$ cat src/rtl/sar_conv_pkg.sv
// Shared types and sizing helpers for the SAR conversion controller.
// Optional averaging build: define SAR_CONV_AVG_EN.
package sar_conv_pkg;

    typedef enum logic [1:0] {
        IDLE,
        START,
        WAIT_EOC
    } state_t;

    localparam int DATA_W_DEF     = 8;
    localparam int CNVST_W_DEF    = 2;
    localparam int PERIOD_DEF     = 40;
    localparam int TIMEOUT_DEF    = 64;
    localparam int FIFO_DEPTH_DEF = 4;

    // Bits needed for a counter or pointer spanning 0..n-1.
    function automatic int cnt_w(input int n);
        return (n > 1) ? $clog2(n) : 1;
    endfunction

endpackage

$ cat src/rtl/sar_conv_if.sv
// Control, SAR-core and result-stream signals of the conversion controller.
interface sar_conv_if #(
    parameter int DATA_W = 8
);
    logic              en;
    logic              err_clr;
    logic [DATA_W-1:0] sar;
    logic              eoc;
    logic              cnvst;
    logic              busy;
    logic [DATA_W-1:0] dout;
    logic              dout_valid;
    logic              dout_ready;
    logic              overflow;
    logic              timeout;

    modport master (
        input  en, err_clr, sar, eoc, dout_ready,
        output cnvst, busy, dout, dout_valid, overflow, timeout
    );

    modport slave (
        output en, err_clr, sar, eoc, dout_ready,
        input  cnvst, busy, dout, dout_valid, overflow, timeout
    );
endinterface

$ cat src/rtl/sar_conv_fifo.sv
// Result FIFO with a registered head; a push into a full FIFO is accepted
// when a pop happens in the same cycle.
module sar_conv_fifo
    import sar_conv_pkg::*;
#(
    parameter int DATA_W = 8,
    parameter int DEPTH  = 4
) (
    input  logic              clk,
    input  logic              rst,
    input  logic              i_push,
    input  logic [DATA_W-1:0] i_din,
    input  logic              i_pop,
    output logic [DATA_W-1:0] o_dout,
    output logic              o_valid,
    output logic              o_full
);
    localparam int AW = cnt_w(DEPTH);
    localparam int CW = AW + 1;

    logic [DATA_W-1:0] r_mem [DEPTH];
    logic [AW-1:0]     r_wr_ptr;
    logic [AW-1:0]     r_rd_ptr;
    logic [CW-1:0]     r_count;

    logic          w_do_pop;
    logic          w_do_push;
    logic          w_bypass;
    logic [AW-1:0] w_rd_next;
    logic [CW-1:0] w_count_next;

    assign o_full       = (r_count == CW'(DEPTH));
    assign w_do_pop     = i_pop && (r_count != '0);
    assign w_do_push    = i_push && (!o_full || w_do_pop);
    assign w_rd_next    = r_rd_ptr + AW'(w_do_pop);
    assign w_count_next = r_count + CW'(w_do_push) - CW'(w_do_pop);
    // The incoming word becomes the head when nothing older remains.
    assign w_bypass     = w_do_push && (r_count == CW'(w_do_pop));

    // NOTE: the storage array carries no reset; the pointers and count alone
    // define which entries are valid, so clearing the data would be wasted logic.
    always_ff @(posedge clk) begin
        if (w_do_push) begin
            r_mem[r_wr_ptr] <= i_din;
        end
    end

    always_ff @(posedge clk) begin
        if (rst) begin
            r_wr_ptr <= '0;
            r_rd_ptr <= '0;
            r_count  <= '0;
            o_dout   <= '0;
            o_valid  <= 1'b0;
        end else begin
            if (w_do_push) begin
                r_wr_ptr <= r_wr_ptr + 1'b1;
            end
            r_rd_ptr <= w_rd_next;
            r_count  <= w_count_next;
            o_valid  <= (w_count_next != '0);
            o_dout   <= w_bypass ? i_din : r_mem[w_rd_next];
        end
    end

endmodule

$ cat src/rtl/sar_conv_ctrl.sv
// Periodic conversion initiator for the SAR ADC core with result FIFO and
// sticky error flags. Define SAR_CONV_AVG_EN to push the mean of every 4 captures.
module sar_conv_ctrl
    import sar_conv_pkg::*;
#(
    parameter int DATA_W     = DATA_W_DEF,
    parameter int CNVST_W    = CNVST_W_DEF,
    parameter int PERIOD     = PERIOD_DEF,
    parameter int TIMEOUT    = TIMEOUT_DEF,
    parameter int FIFO_DEPTH = FIFO_DEPTH_DEF
) (
    input logic        clk,
    input logic        rst,
    sar_conv_if.master bus
);
    localparam int PCW = cnt_w(PERIOD);
    localparam int TCW = cnt_w((TIMEOUT > CNVST_W) ? TIMEOUT : CNVST_W);
    localparam logic [PCW-1:0] PERIOD_RELOAD = PCW'(PERIOD - 1);
    localparam logic [TCW-1:0] CNVST_LAST    = TCW'(CNVST_W - 1);
    localparam logic [TCW-1:0] TIMEOUT_LAST  = TCW'(TIMEOUT - 1);

    state_t         r_state;
    logic [PCW-1:0] r_period_cnt;
    logic [TCW-1:0] r_cnt;
    logic           r_eoc_q;
    logic           r_cnvst;
    logic           r_busy;
    logic           r_overflow;
    logic           r_timeout;

    logic              w_eoc_edge;
    logic              w_timeout_evt;
    logic              w_push;
    logic [DATA_W-1:0] w_push_data;
    logic              w_pop;
    logic              w_full;
    logic              w_ovf_evt;
    logic [DATA_W-1:0] w_dout;
    logic              w_valid;

    assign w_eoc_edge    = (r_state == WAIT_EOC) && bus.eoc && !r_eoc_q;
    assign w_timeout_evt = (r_state == WAIT_EOC) && !w_eoc_edge && (r_cnt == TIMEOUT_LAST);
    assign w_pop         = w_valid && bus.dout_ready;
    assign w_ovf_evt     = w_push && w_full && !w_pop;

`ifdef SAR_CONV_AVG_EN
    localparam int AW = DATA_W + 2;

    logic [AW-1:0] r_acc;
    logic [1:0]    r_acc_cnt;
    logic [AW-1:0] w_acc_sum;

    assign w_acc_sum   = r_acc + AW'(bus.sar);
    assign w_push      = w_eoc_edge && (r_acc_cnt == 2'd3);
    assign w_push_data = w_acc_sum[AW-1:2];

    always_ff @(posedge clk) begin
        if (rst || w_timeout_evt || w_push) begin
            r_acc     <= '0;
            r_acc_cnt <= '0;
        end else if (w_eoc_edge) begin
            r_acc     <= w_acc_sum;
            r_acc_cnt <= r_acc_cnt + 1'b1;
        end
    end
`else
    assign w_push      = w_eoc_edge;
    assign w_push_data = bus.sar;
`endif

    sar_conv_fifo #(
        .DATA_W (DATA_W),
        .DEPTH  (FIFO_DEPTH)
    ) u_fifo (
        .clk     (clk),
        .rst     (rst),
        .i_push  (w_push),
        .i_din   (w_push_data),
        .i_pop   (w_pop),
        .o_dout  (w_dout),
        .o_valid (w_valid),
        .o_full  (w_full)
    );

    always_ff @(posedge clk) begin
        if (rst) begin
            r_state      <= IDLE;
            r_period_cnt <= '0;
            r_cnt        <= '0;
            r_eoc_q      <= 1'b0;
            r_cnvst      <= 1'b0;
            r_busy       <= 1'b0;
            r_overflow   <= 1'b0;
            r_timeout    <= 1'b0;
        end else begin
            r_eoc_q <= bus.eoc;
            // NOTE: with non-blocking assignments the last one in the block wins,
            // so the reload on START entry below overrides this free-running decrement.
            if (r_period_cnt != '0) begin
                r_period_cnt <= r_period_cnt - 1'b1;
            end

            case (r_state)
                IDLE: begin
                    if (bus.en && (r_period_cnt == '0)) begin
                        r_state      <= START;
                        r_cnvst      <= 1'b1;
                        r_busy       <= 1'b1;
                        r_cnt        <= '0;
                        r_period_cnt <= PERIOD_RELOAD;
                    end
                end
                START: begin
                    if (r_cnt == CNVST_LAST) begin
                        r_state <= WAIT_EOC;
                        r_cnvst <= 1'b0;
                        r_cnt   <= '0;
                    end else begin
                        r_cnt <= r_cnt + 1'b1;
                    end
                end
                WAIT_EOC: begin
                    if (w_eoc_edge || w_timeout_evt) begin
                        r_state <= IDLE;
                        r_busy  <= 1'b0;
                    end else begin
                        r_cnt <= r_cnt + 1'b1;
                    end
                end
                default: r_state <= IDLE;
            endcase

            // A new error event takes precedence over a clear request.
            if (w_ovf_evt) begin
                r_overflow <= 1'b1;
            end else if (bus.err_clr) begin
                r_overflow <= 1'b0;
            end
            if (w_timeout_evt) begin
                r_timeout <= 1'b1;
            end else if (bus.err_clr) begin
                r_timeout <= 1'b0;
            end
        end
    end

    assign bus.cnvst      = r_cnvst;
    assign bus.busy       = r_busy;
    assign bus.dout       = w_dout;
    assign bus.dout_valid = w_valid;
    assign bus.overflow   = r_overflow;
    assign bus.timeout    = r_timeout;

endmodule
$ cat src/flat_wrapper.sv
// flat-port wrapper written by rule: the top's interface ports become plain ports
module sar_conv_ctrl_flat import sar_conv_pkg::*;
#(
    parameter int DATA_W     = DATA_W_DEF,
    parameter int CNVST_W    = CNVST_W_DEF,
    parameter int PERIOD     = PERIOD_DEF,
    parameter int TIMEOUT    = TIMEOUT_DEF,
    parameter int FIFO_DEPTH = FIFO_DEPTH_DEF
)
  (clk, rst, bus_en, bus_err_clr, bus_sar, bus_eoc, bus_dout_ready, bus_cnvst, bus_busy, bus_dout, bus_dout_valid, bus_overflow, bus_timeout);
  sar_conv_if #(.DATA_W(DATA_W)) bus_i ();
  input logic clk;
  input logic rst;
  input wire logic [$bits(bus_i.en)-1:0] bus_en;
  input wire logic [$bits(bus_i.err_clr)-1:0] bus_err_clr;
  input wire logic [$bits(bus_i.sar)-1:0] bus_sar;
  input wire logic [$bits(bus_i.eoc)-1:0] bus_eoc;
  input wire logic [$bits(bus_i.dout_ready)-1:0] bus_dout_ready;
  output wire logic [$bits(bus_i.cnvst)-1:0] bus_cnvst;
  output wire logic [$bits(bus_i.busy)-1:0] bus_busy;
  output wire logic [$bits(bus_i.dout)-1:0] bus_dout;
  output wire logic [$bits(bus_i.dout_valid)-1:0] bus_dout_valid;
  output wire logic [$bits(bus_i.overflow)-1:0] bus_overflow;
  output wire logic [$bits(bus_i.timeout)-1:0] bus_timeout;
  assign bus_i.en = bus_en;
  assign bus_i.err_clr = bus_err_clr;
  assign bus_i.sar = bus_sar;
  assign bus_i.eoc = bus_eoc;
  assign bus_i.dout_ready = bus_dout_ready;
  assign bus_cnvst = bus_i.cnvst;
  assign bus_busy = bus_i.busy;
  assign bus_dout = bus_i.dout;
  assign bus_dout_valid = bus_i.dout_valid;
  assign bus_overflow = bus_i.overflow;
  assign bus_timeout = bus_i.timeout;
  sar_conv_ctrl #(.DATA_W(DATA_W), .CNVST_W(CNVST_W), .PERIOD(PERIOD), .TIMEOUT(TIMEOUT), .FIFO_DEPTH(FIFO_DEPTH)) u_core (.clk(clk), .rst(rst), .bus(bus_i));
endmodule
$ cat config.mk
export PLATFORM = sky130hd
export DESIGN_NAME = sar_conv_ctrl_flat
export DESIGN_NICKNAME = d
export VERILOG_FILES = /design/src/rtl/sar_conv_pkg.sv /design/src/rtl/sar_conv_if.sv /design/src/rtl/sar_conv_fifo.sv /design/src/rtl/sar_conv_ctrl.sv /design/src/flat_wrapper.sv
export SDC_FILE = /design/constraint.sdc
export NUM_CORES = 1
export LEC_CHECK = 0
export CORE_UTILIZATION = 55
export DETAILED_ROUTE_END_ITERATION = 8
export PLACE_DENSITY = 0.8
export SKIP_CTS_REPAIR_TIMING = 1
export SYNTH_ARGS = -nofsm -noshare
export SYNTH_HDL_FRONTEND = slang
export SYNTH_SLANG_ARGS = --single-unit
$ cat constraint.sdc
create_clock -name clk -period 3.76 [get_ports clk]
set_clock_uncertainty 0.2 [all_clocks]
set_input_delay 1.128 -clock clk [delete_from_list [all_inputs] [get_ports clk]]
set_output_delay 1.128 -clock clk [all_outputs]
set_load 0.03 [all_outputs]
==> metrics.csv <==
stage,metric,value,unit
die,Die Ht,76.7,um
global_route,total grt overflow,0,
routing,wire per inst,16.1,um
timing,final worst path period share,88.4,%
die,Initial Util,58.6,%
min_path,class of the worst hold path,flip-flop to flip-flop,
die,Core Rows,26,
critical_path,"Slowest-stage cell, CP",clkdlybuf4s50_1,
clocking,"Clk Latency, worst-skew pair",340,ps
critical_path,WS Path Type,primary input to flip-flop,
yosys,cell taking the most area after synthesis,edfxtp_1,
timing,worst slew pin tran,664,ps
timing,min cycle time layout,3330,ps
power_and_ir_drop,Max VDD drop,0.260,mV
final_layout,share of cells above drive strength 1,16.2,%
final_layout,multi-input logic area,1310,um2
final_layout,utilization after layout,68.2,%
clocking,CTS tree,done,
flow_run,maxcap violations,0,
global_route,first-pass GRT wire length,9.45,mm
final_layout,sequential cell area,1660,um2
yosys,"EDFF count, synth",32,
die,Die Wd,76.7,um
place,IO buf count,26,
yosys,Synth Instances,239,
clocking,clock tree buffer depth,2,
yosys,dominant cells by area after synthesis,"edfxtp_1, dfxtp_1, ha_1, mux4_2, a22o_1",
routing,final wirelength,5.61,mm
outcome,outcome,completed,
yosys,synth unique cells,53,
final_layout,"commonest non-fill, non-tap cell in the layout",dfxtp_1,
routing,drt drc,0,
yosys,"Net Count, Synth",270,
critical_path,crit end category,flip-flop,
yosys,Yosys reg bits,67,
yosys,sequential-to-total area share from yosys stat,54.2,%
critical_path,WP data arrival,3340,ps
power_and_ir_drop,power after layout,1860,uW
place,Routability Congestion,0.882,
clocking,Worst-path clk slew,70,ps
timing,Final setup viols,0,
critical_path,Critical Path RT,3780,ps
clocking,CTS root buf,clkbuf_8,
power_and_ir_drop,P_leak,0.00123,uW
timing,Fin. Hold Viols,0,
final_layout,FILL cells,405,
timing,maximum achievable frequency,301,MHz
final_layout,Antenna Cells,0,
global_route,gr usage total,21.0,%
die,IO Count,27,
routing,drt via density,5.57,
routing,Iteration-0 DRC Markers,106,
global_route,initial antenna violation count,0,
clocking,Inserted Clock Buffers,9,
timing,slew margin rel.,55.6,%
die,die area,5880,um2
critical_path,crit path launch type,primary input,
power_and_ir_drop,power density cells,520,nW/um2
final_layout,final std cells w/o fill,348,
yosys,YS warnings,0,
die,Core Area,5240,um2
final_layout,Final #Nets,304,
place,DP Worst Slack,86.2,ps
timing,setup TNS,0,ps
global_route,vias in the first global route,1932,
critical_path,Worst Path Max Fanout,4,
final_layout,most frequent cells in the layout,"dfxtp_1, edfxtp_1, clkdlybuf4s50_1",
yosys,Synth Flop Type,dfxtp_1,
critical_path,CP top delay family,adder cells,
clocking,CTS Sinks,67,
place,# placed instances,332,
routing,DRT Pass-1 Iters,4,
final_layout,Layout area overhead,16.5,%
routing,Final ANT Viol Nets,0,
yosys,Synth top area share,31.3,%
timing,setup ws final,434,ps
yosys,average size of a mapped cell,12.8,um2
routing,vias,1940,
place,placed wire-length estimate,3.89,mm
clocking,CTS H-Tree Depth,3,
timing,RSZ-0062 raised after global routing,false,
global_route,largest net degree at the start of global routing,32,
critical_path,CP bufs+invs,3,
yosys,asr flop ratio synth,0,%
critical_path,cells along the critical path,"clkdlybuf4s50_1, nand3b_2, a31oi_1, inv_1, ha_1, inv_1, ha_1, fa_1, xnor2_1, xnor2_1, a21oi_1",
timing,max-slew violation count,0,
yosys,netlist area before placement,3070,um2
critical_path,peak per-stage delay on the critical path,510,ps
[worst register-to-register path, delay by kind of cell, from the launching register on]
| family | cells | cell delay (ps) |
|---|---|---|
| XOR/XNOR | 2 | 340 |
| buffers and inverters | 3 | 230 |
| AO/OA/AOI/OAI | 2 | 290 |
| adder cells (fa/ha/maj) | 4 | 1190 |
| AND/OR/NAND/NOR | 1 | 170 |
| flip-flops | 1 | 340 |
[final timing paths]
check	start	end	slack, ps	cells after the start
min reg2reg	u_core.bus.overflow	u_core.bus.overflow	290	2
max reg2reg	u_core.r_state[0]	u_core.u_fifo.o_valid	870	12
max	bus_eoc	u_core.u_fifo.o_valid	430	11
min	u_core.bus.overflow	u_core.bus.overflow	290	2
[synthesized netlist by cell type, types with 2 or more instances]
master	number
a2111oi_0	3
a211oi_1	9
a21oi_1	10
a21oi_2	2
a22o_1	8
and2_2	4
clkbuf_1	3
dfxtp_1	35
edfxtp_1	32
ha_1	16
inv_1	16
mux2i_1	3
mux4_2	8
nand2_1	3
nand2b_1	7
nand3_1	2
nand4_1	5
nor2_1	11
nor2b_1	6
nor3_1	6
o21ai_0	3
o31ai_1	2
o32ai_1	3
or2_2	3
or2b_1	3
or3_1	3
xnor2_1	6
xor2_1	2
[logic make-up (layout without fill, tap and decap cells)]
| logic type | count (synthesis) | after routing | synth area share, % |
|---|---|---|---|
| adder cells (fa/ha/maj) | 17 | 17 | 7.18 |
| multiplexers | 11 | 11 | 6.85 |
| flip-flops | 67 | 67 | 54.2 |
| buffers and inverters | 22 | 61 | 3.02 |
| AO/OA/AOI/OAI | 48 | 48 | 12.3 |
| XOR/XNOR | 8 | 8 | 2.28 |
| AND/OR/NAND/NOR | 66 | 66 | 14.2 |
[through the flow]
stage / instance area (um2) / hold slack, ps
CTS: 3570 / 294
detailed placement: 3400 / 280
floorplan: 3070 / 274
finish: 3570 / 287
global route: 3570 / 316
global placement: 3400 / 271
[registers in the layout, indices dropped and copies added (netlist names), 2 cells and up]
register	count
u_core.u_fifo.r_mem	32
u_core.u_fifo.o_dout	8
u_core.r_cnt	6
u_core.r_period_cnt	6
u_core.u_fifo.r_count	3
u_core.r_state	2
u_core.u_fifo.r_rd_ptr	2
u_core.u_fifo.r_wr_ptr	2
[area by class of cell]
| class | instances | area share [%] |
|---|---|---|
| clock buffers | 10 | 3.57 |
| inverters | 16 | 1.68 |
| well taps | 70 | 2.45 |
| clock inverters | 6 | 1.16 |
| multi-input cells | 150 | 36.7 |
| flip-flops and latches | 67 | 46.5 |
| repair buffers | 29 | 7.91 |
[where the power goes]
| group | leakage, uW | total [uW] | internal (uW) | switching (uW) |
|---|---|---|---|---|
| sequential | 0.000574 | 866 | 817 | 48.9 |
| combinational | 0.000580 | 466 | 210 | 256 |
| clock | 0.0000787 | 526 | 239 | 287 |
[routing by layer]
| metal | part of all wire, % | global-route usage (%) | wire (um) |
|---|---|---|---|
| met1 | 49 | 29.4 | 2750 |
| met2 | 46 | 31.3 | 2610 |
| met3 | 2.7 | 3.57 | 153 |
| met4 | 1.8 | 10.4 | 100 |
| met5 | 0 | 0 | 0 |
No activity file was read; power rests on OpenSTA's default activity.
